### src/rtl/wb_master_port.sv
// Wishbone classic (B3) single-transfer bus master: one valid/ready request becomes one WB cycle,
// answered on a single-entry valid/ready response buffer. Define WB_TIMEOUT_EN to add a cycle timeout.
module wb_master_port #(
  parameter int unsigned AW             = 32,
  parameter int unsigned DW             = 32,
  parameter int unsigned TIMEOUT_CYCLES = 255
) (
  input  logic            clk_i,
  input  logic            rst_i,
  input  logic            req_valid_i,
  output logic            req_ready_o,
  input  logic [AW-1:0]   req_addr_i,
  input  logic            req_we_i,
  input  logic [DW/8-1:0] req_sel_i,
  input  logic [DW-1:0]   req_wdata_i,
  output logic            rsp_valid_o,
  input  logic            rsp_ready_i,
  output logic [DW-1:0]   rsp_rdata_o,
  output logic            rsp_err_o,
  output logic            cyc_o,
  output logic            stb_o,
  output logic [AW-1:0]   adr_o,
  output logic            we_o,
  output logic [DW/8-1:0] sel_o,
  output logic [DW-1:0]   dat_o,
  input  logic [DW-1:0]   dat_i,
  input  logic            ack_i,
  input  logic            err_i
);

  typedef enum logic [1:0] {S_IDLE, S_BUS, S_RESP} state_e;

  state_e            state_q, state_d;
  logic              cyc_q, cyc_d;
  logic [AW-1:0]     adr_q, adr_d;
  logic              we_q, we_d;
  logic [DW/8-1:0]   sel_q, sel_d;
  logic [DW-1:0]     dat_q, dat_d;
  logic              rsp_valid_q, rsp_valid_d;
  logic [DW-1:0]     rsp_rdata_q, rsp_rdata_d;
  logic              rsp_err_q, rsp_err_d;

  // Word-aligned bus: the byte offset bits never reach the slave.
  logic unused_addr_bits;
  assign unused_addr_bits = ^req_addr_i[1:0];

`ifdef WB_TIMEOUT_EN
  localparam int unsigned TW = $clog2(TIMEOUT_CYCLES + 1);
  localparam logic [TW-1:0] TMO_LAST = TW'(TIMEOUT_CYCLES - 1);
  logic [TW-1:0] tmo_cnt_q, tmo_cnt_d;
`else
  localparam int unsigned UNUSED_TMO = TIMEOUT_CYCLES;
`endif

  // Held low during reset so the core never sees a ready before release.
  assign req_ready_o = (state_q == S_IDLE) && !rst_i;

  always_comb begin
    state_d     = state_q;
    cyc_d       = cyc_q;
    adr_d       = adr_q;
    we_d        = we_q;
    sel_d       = sel_q;
    dat_d       = dat_q;
    rsp_valid_d = rsp_valid_q;
    rsp_rdata_d = rsp_rdata_q;
    rsp_err_d   = rsp_err_q;
`ifdef WB_TIMEOUT_EN
    tmo_cnt_d   = tmo_cnt_q;
`endif
    case (state_q)
      S_IDLE: begin
        if (req_valid_i) begin
          state_d = S_BUS;
          cyc_d   = 1'b1;
          adr_d   = {req_addr_i[AW-1:2], 2'b00};
          we_d    = req_we_i;
          sel_d   = req_sel_i;
          dat_d   = req_wdata_i;
`ifdef WB_TIMEOUT_EN
          tmo_cnt_d = '0;
`endif
        end
      end
      S_BUS: begin
        if (ack_i || err_i) begin
          // Error wins over a simultaneous ack; write responses carry no data.
          state_d     = S_RESP;
          cyc_d       = 1'b0;
          we_d        = 1'b0;
          rsp_valid_d = 1'b1;
          rsp_err_d   = err_i;
          rsp_rdata_d = (ack_i && !err_i && !we_q) ? dat_i : '0;
        end
`ifdef WB_TIMEOUT_EN
        else if (tmo_cnt_q == TMO_LAST) begin
          state_d     = S_RESP;
          cyc_d       = 1'b0;
          we_d        = 1'b0;
          rsp_valid_d = 1'b1;
          rsp_err_d   = 1'b1;
          rsp_rdata_d = '0;
        end else begin
          tmo_cnt_d = tmo_cnt_q + TW'(1);
        end
`endif
      end
      S_RESP: begin
        if (rsp_ready_i) begin
          state_d     = S_IDLE;
          rsp_valid_d = 1'b0;
          rsp_err_d   = 1'b0;
          rsp_rdata_d = '0;
        end
      end
      default: state_d = S_IDLE;
    endcase
  end

  always_ff @(posedge clk_i or posedge rst_i) begin
    if (rst_i) begin
      state_q     <= S_IDLE;
      cyc_q       <= 1'b0;
      adr_q       <= '0;
      we_q        <= 1'b0;
      sel_q       <= '0;
      dat_q       <= '0;
      rsp_valid_q <= 1'b0;
      rsp_rdata_q <= '0;
      rsp_err_q   <= 1'b0;
`ifdef WB_TIMEOUT_EN
      tmo_cnt_q   <= '0;
`endif
    end else begin
      state_q     <= state_d;
      cyc_q       <= cyc_d;
      adr_q       <= adr_d;
      we_q        <= we_d;
      sel_q       <= sel_d;
      dat_q       <= dat_d;
      rsp_valid_q <= rsp_valid_d;
      rsp_rdata_q <= rsp_rdata_d;
      rsp_err_q   <= rsp_err_d;
`ifdef WB_TIMEOUT_EN
      tmo_cnt_q   <= tmo_cnt_d;
`endif
    end
  end

  assign cyc_o       = cyc_q;
  assign stb_o       = cyc_q;
  assign adr_o       = adr_q;
  assign we_o        = we_q;
  assign sel_o       = sel_q;
  assign dat_o       = dat_q;
  assign rsp_valid_o = rsp_valid_q;
  assign rsp_rdata_o = rsp_rdata_q;
  assign rsp_err_o   = rsp_err_q;

endmodule

### config.mk
export PLATFORM = sky130hd
export DESIGN_NAME = wb_master_port
export DESIGN_NICKNAME = d
export VERILOG_FILES = /design/src/rtl/wb_master_port.sv
export SDC_FILE = /design/constraint.sdc
export NUM_CORES = 1
export LEC_CHECK = 0
export ABC_AREA = 1
export CORE_MARGIN = 2
export CORE_UTILIZATION = 44
export DETAILED_ROUTE_END_ITERATION = 10
export PLACE_DENSITY = 0.86
export SYNTH_ARGS = -nofsm -noshare
export SYNTH_HDL_FRONTEND = slang
export SYNTH_SLANG_ARGS = --single-unit
### constraint.sdc
create_clock -name clk_i -period 4.9 [get_ports clk_i]
set_input_delay 0.49 -clock clk_i [delete_from_list [all_inputs] [get_ports clk_i]]
set_output_delay 0.49 -clock clk_i [all_outputs]
set_load 0.005 [all_outputs]
Yosys cells after proc, flatten, opt, wreduce, memory -nomap -nowiden
Index checks and enable logic that the tools add are counted.
{ "totals": {"ff_bits": 104, "in_bits": 107, "output_inout_bits": 106, "elab_cells": 46} }
{ "classes": {"eq_ne": 5, "mux": 18, "reduce_logical": 14} }
{ "ops": {"columns": ["op", "n"], "rows": [
  ["$mux 32", 3],
  ["$pmux 32 s2", 1],
  ["$reduce_and 3->1", 3],
  ["$pmux 1 s2", 4],
  ["$mux 1", 6],
  ["$mux 2", 3],
  ["$ne 2x2->1 const B", 3],
  ["$pmux 2 s3", 1],
  ["$reduce_bool 2->1", 2],
  ["$logic_and 1x1->1", 3],
  ["$logic_not 1->1", 3],
  ["$eq 2x1->1 const B", 1],
  ["$eq 2x2->1 const B", 1],
  ["$logic_not 2->1", 1],
  ["$reduce_and 2->1", 1],
  ["$logic_or 1x1->1", 1]
]} }

Logic depth before layout (Yosys ltp)
{ "logic_depth": {"depth_word": 6, "depth_mapped": 7} }

Least setup slack after synthesis
Ideal clock, no wire load.
{ "synth_timing": {"path_type": "input -> register", "start": "input err_i", "end": "register rsp_rdata_q[28], in the netlist rsp_rdata_o[28]", "setup_time_ps": 117, "arrival_ps": 1066, "required_ps": 4783, "setup_slack_ps": 3717, "stages": 6, "n_path_buf": 1, "cell_sequence": "nor2_1 nand2_1 buf_1 nor2_1 nand2_1 nand2_1"} }
{ "synth_via": {"elab_chain_cells": 6} }
{ "synth_lines": {"columns": ["item", "line", "source"], "rows": [
  ["start: declaration", "28", "input logic err_i"],
  ["$logic_not 1->1", "93", "rsp_rdata_d = (ack_i && !err_i && !we_q) ? dat_i : '0;"],
  ["$logic_and 1x1->1 (2 in a row)", "93", null],
  ["$mux 32", "93", null],
  ["$mux 32", "86", "if (ack_i || err_i) begin"],
  ["$pmux 32 s2", "71", "case (state_q)"],
  ["end signal: assignment", "142", "rsp_rdata_q <= rsp_rdata_d;"],
  ["end: declaration", "40", "logic [DW-1:0] rsp_rdata_q, rsp_rdata_d;"]
]} }
Parallel ways exist; a longest one is shown, timed or not. The select of a mux whose other input is x is not followed.
A chain may end at the register's enable or synchronous reset.

Final worst setup path
{ "layout_timing": {"start": "input err_i", "end": "register rsp_rdata_q[15], in the netlist rsp_rdata_o[15]"} }
Same word-level chain as after synthesis.

==> flow_summary.json <==
{
  "holdPathStages": 2,
  "path_buf_inv": 2,
  "worstSetupPathType": "in -> reg",
  "detail-route-antenna-nets": 0,
  "grt_pass1_wl_mm": 18.5,
  "gr-total-overflow": 0,
  "crit_cells": 7,
  "yosys.area.top_type": "dfrtp_1",
  "ir_drop_mv": 0.317,
  "netlist_area_um2": 4340,
  "rsz0062_at_grt": "no",
  "synth-seq-cells": 104,
  "firstDrtPassIters": 5,
  "setup_violations": 0,
  "wl_per_cell_um": 14.3,
  "crit_path_end_kind": "register",
  "drc": 0,
  "core_area_um2": 9680,
  "power_density_nw_per_um2": 556,
  "hp-class": "reg -> reg",
  "rrSetupSlack_ns": 2.32,
  "layout_commonest_cell": "nand2_1",
  "fmaxAchievable_mhz": 362,
  "hold_viol_final": 0,
  "final.fill_count": 727,
  "min_to": "adr_o[26]",
  "timing.rr.end": "rsp_rdata_o[15]",
  "track_usage_pct": 22.4,
  "ys_seq_area_share_pct": 60.0,
  "tns_ns": 0,
  "worst_pin_slew_ns": 1.22,
  "arrival_ns": 3.01,
  "fp.dieArea_um2": 10700,
  "yosys.area.top_type_share_pct": 60.0,
  "critPathSlowestCell": "nand2_1",
  "synth_top_family_by_area": "simple AND/OR/NAND/NOR gates",
  "numCtsBuffers": 9,
  "dp_hpwl_mm": 8.70,
  "cellLeakagePower_nw": 3.31,
  "slowest_delay_ns": 0.87,
  "syn2layout_area_growth_pct": 52.5,
  "fin_crit_sh_pct": 56.3,
  "cts_setup_buffers": 0,
  "synth_area_leaders": "dfrtp_1 60%, nand2_1 27%, nand3_1 4.0%",
  "multi_input_area_um2": 1500,
  "gp_congestion": 0.820,
  "startpoint_type": "input pin",
  "synth_compound_area_share_pct": 0.115,
  "fin_crit_ns": 2.76,
  "report.final.slew_viol_count": 0,
  "cp_top_family": "simple AND/OR/NAND/NOR gates",
  "placement_rows": 36,
  "cts_max_level": 3,
  "cts_sinks": 104,
  "drt_wl_total_mm": 12.1,
  "clkTransAtPathRegs_ns": 0.09,
  "die_h_um": 103,
  "fp.dieW_um": 103,
  "stdcell_count": 852,
  "regToRegStartpoint": "state_q[0]",
  "synth.mux.area_fraction_pct": 0,
  "num_vias": 4138,
  "dp.cells": 836,
  "layout.area.seq_um2": 2600,
  "reg2reg_depth": 6,
  "cts_buffer_depth": 2,
  "crit_top_cell": "nand2_1",
  "fin_nets": 821,
  "yosys.area_share.adder_pct": 0,
  "drive_gt1_share_pct": 3.34,
  "via_per_inst": 4.86,
  "clk_latency_ns": 0.36,
  "io_pins": 213,
  "cts_tree": "yes",
  "required_ns": 5.15,
  "grt_pass1_vias": 3952,
  "port_buffers": 208,
  "drv_cap": 0,
  "initial_core_util_pct": 44.8,
  "netlist_instances": 525,
  "diodes": 0,
  "cts.hold.buffers_added": 0,
  "clock_skew_ns": 0.00620,
  "mostFrequentLayoutCells": "307 x nand2_1, 208 x clkdlybuf4s50_1, 104 x dfrtp_1",
  "synth.avg_cell_area_um2": 8.26,
  "min-delay-start": "adr_o[26]",
  "dr.first_iter.drc_count": 117,
  "synth_warnings": 0,
  "antenna_found_initial": 0,
  "max_slew_margin_pct": 18.4,
  "status": "completed",
  "ctsResizeCount": 0,
  "crit_path_cell_trace": "clkdlybuf4s50_1 > inv_1 > nand2_1 > nand2_1 > nand2_2 > nand2_1 > nand2_1",
  "grt_max_degree": 70,
  "worstPathMaxFanout": 38,
  "synthSimpleGateAreaFrac_pct": 34.3,
  "synth-xor-area-share_pct": 0,
  "cts-root-buf": "clkbuf_8",
  "ys_types": 17
}
through the flow:
stage,total power [mW],cell area (um^2),setup slack [ns],utilization [%],hold WS [ns]
2_1_floorplan,2.13,4340,1.68,-,0.465
3_3_place_gp,3.04,6390,1.88,66.0,0.457
3_5_place_dp,3.12,6390,1.79,66.0,0.465
4_1_cts,3.72,6610,2.16,68.3,0.490
5_1_grt,3.94,6610,1.96,68.3,0.508
6_report,3.67,6610,2.14,68.3,0.486
flip-flops by register name (all words and copies together) (netlist names):
register	flops
rsp_rdata_o	32
sel_o	4
state_q	2
we_o	1
cyc_o	1
dat_o	32
rsp_err_o	1
adr_o	30
rsp_valid_o	1
where the power goes:
part | total [mW] | switching, mW | internal [mW]
sequential | 1.46 | 0.222 | 1.23
combinational | 1.63 | 0.724 | 0.908
clock | 0.585 | 0.284 | 0.301
total | 3.67 | 1.23 | 2.44
cells in the mapped netlist:
cell type	number
buf_1	6
buf_2	14
buf_4	4
buf_6	8
clkbuf_1	1
conb_1	1
dfrtp_1	104
inv_1	3
inv_2	2
nand2_1	307
nand2_2	2
nand3_1	35
nand3_2	1
nor2_1	34
nor2_2	1
nor3_1	1
o21ai_0	1
logic make-up (layout without fill, tap and decap cells):
kind of cell,after synthesis,after routing
AOI/OAI and AO/OA,1,1
and+or+nand+nor,381,381
other,1,2
buffers and inverters,38,231
DFF,104,104
final cells by class:
class / instances / share of cell area, %
Inverter: 5 / 0.322
Tap cell: 133 / 2.52
Sequential cell: 104 / 39.4
Multi-Input combinational cell: 384 / 22.7
Clock buffer: 11 / 2.14
Timing Repair Buffer: 210 / 31.7
Clock inverter: 5 / 1.21
tightest hold or removal path, cell delays in order, from the launching register on:
cell and delay [ns]:
dfrtp_1 0.35, nand2_1 0.05, nand2_1 0.05
worst max path at each step:
stage           from         endpoint  slack [ns]
6_report       err_i  rsp_rdata_o[15]        2.14
5_1_grt        err_i  rsp_rdata_o[15]        1.96
4_1_cts        err_i  rsp_rdata_o[15]        2.16
3_5_place_dp   err_i  rsp_rdata_o[15]        1.79
3_3_place_gp   err_i  rsp_rdata_o[22]        1.88
2_1_floorplan  rst_i        adr_o[10]        1.68
metal layers:
layer	track usage (%)	wire length, um	share of wire [%]
met1	26.2	4540	37
met2	37.8	6090	50
met3	7.33	1230	10
met4	10.0	282	2.3
met5	0	0	0
No activity file was read; power rests on OpenSTA's default activity.
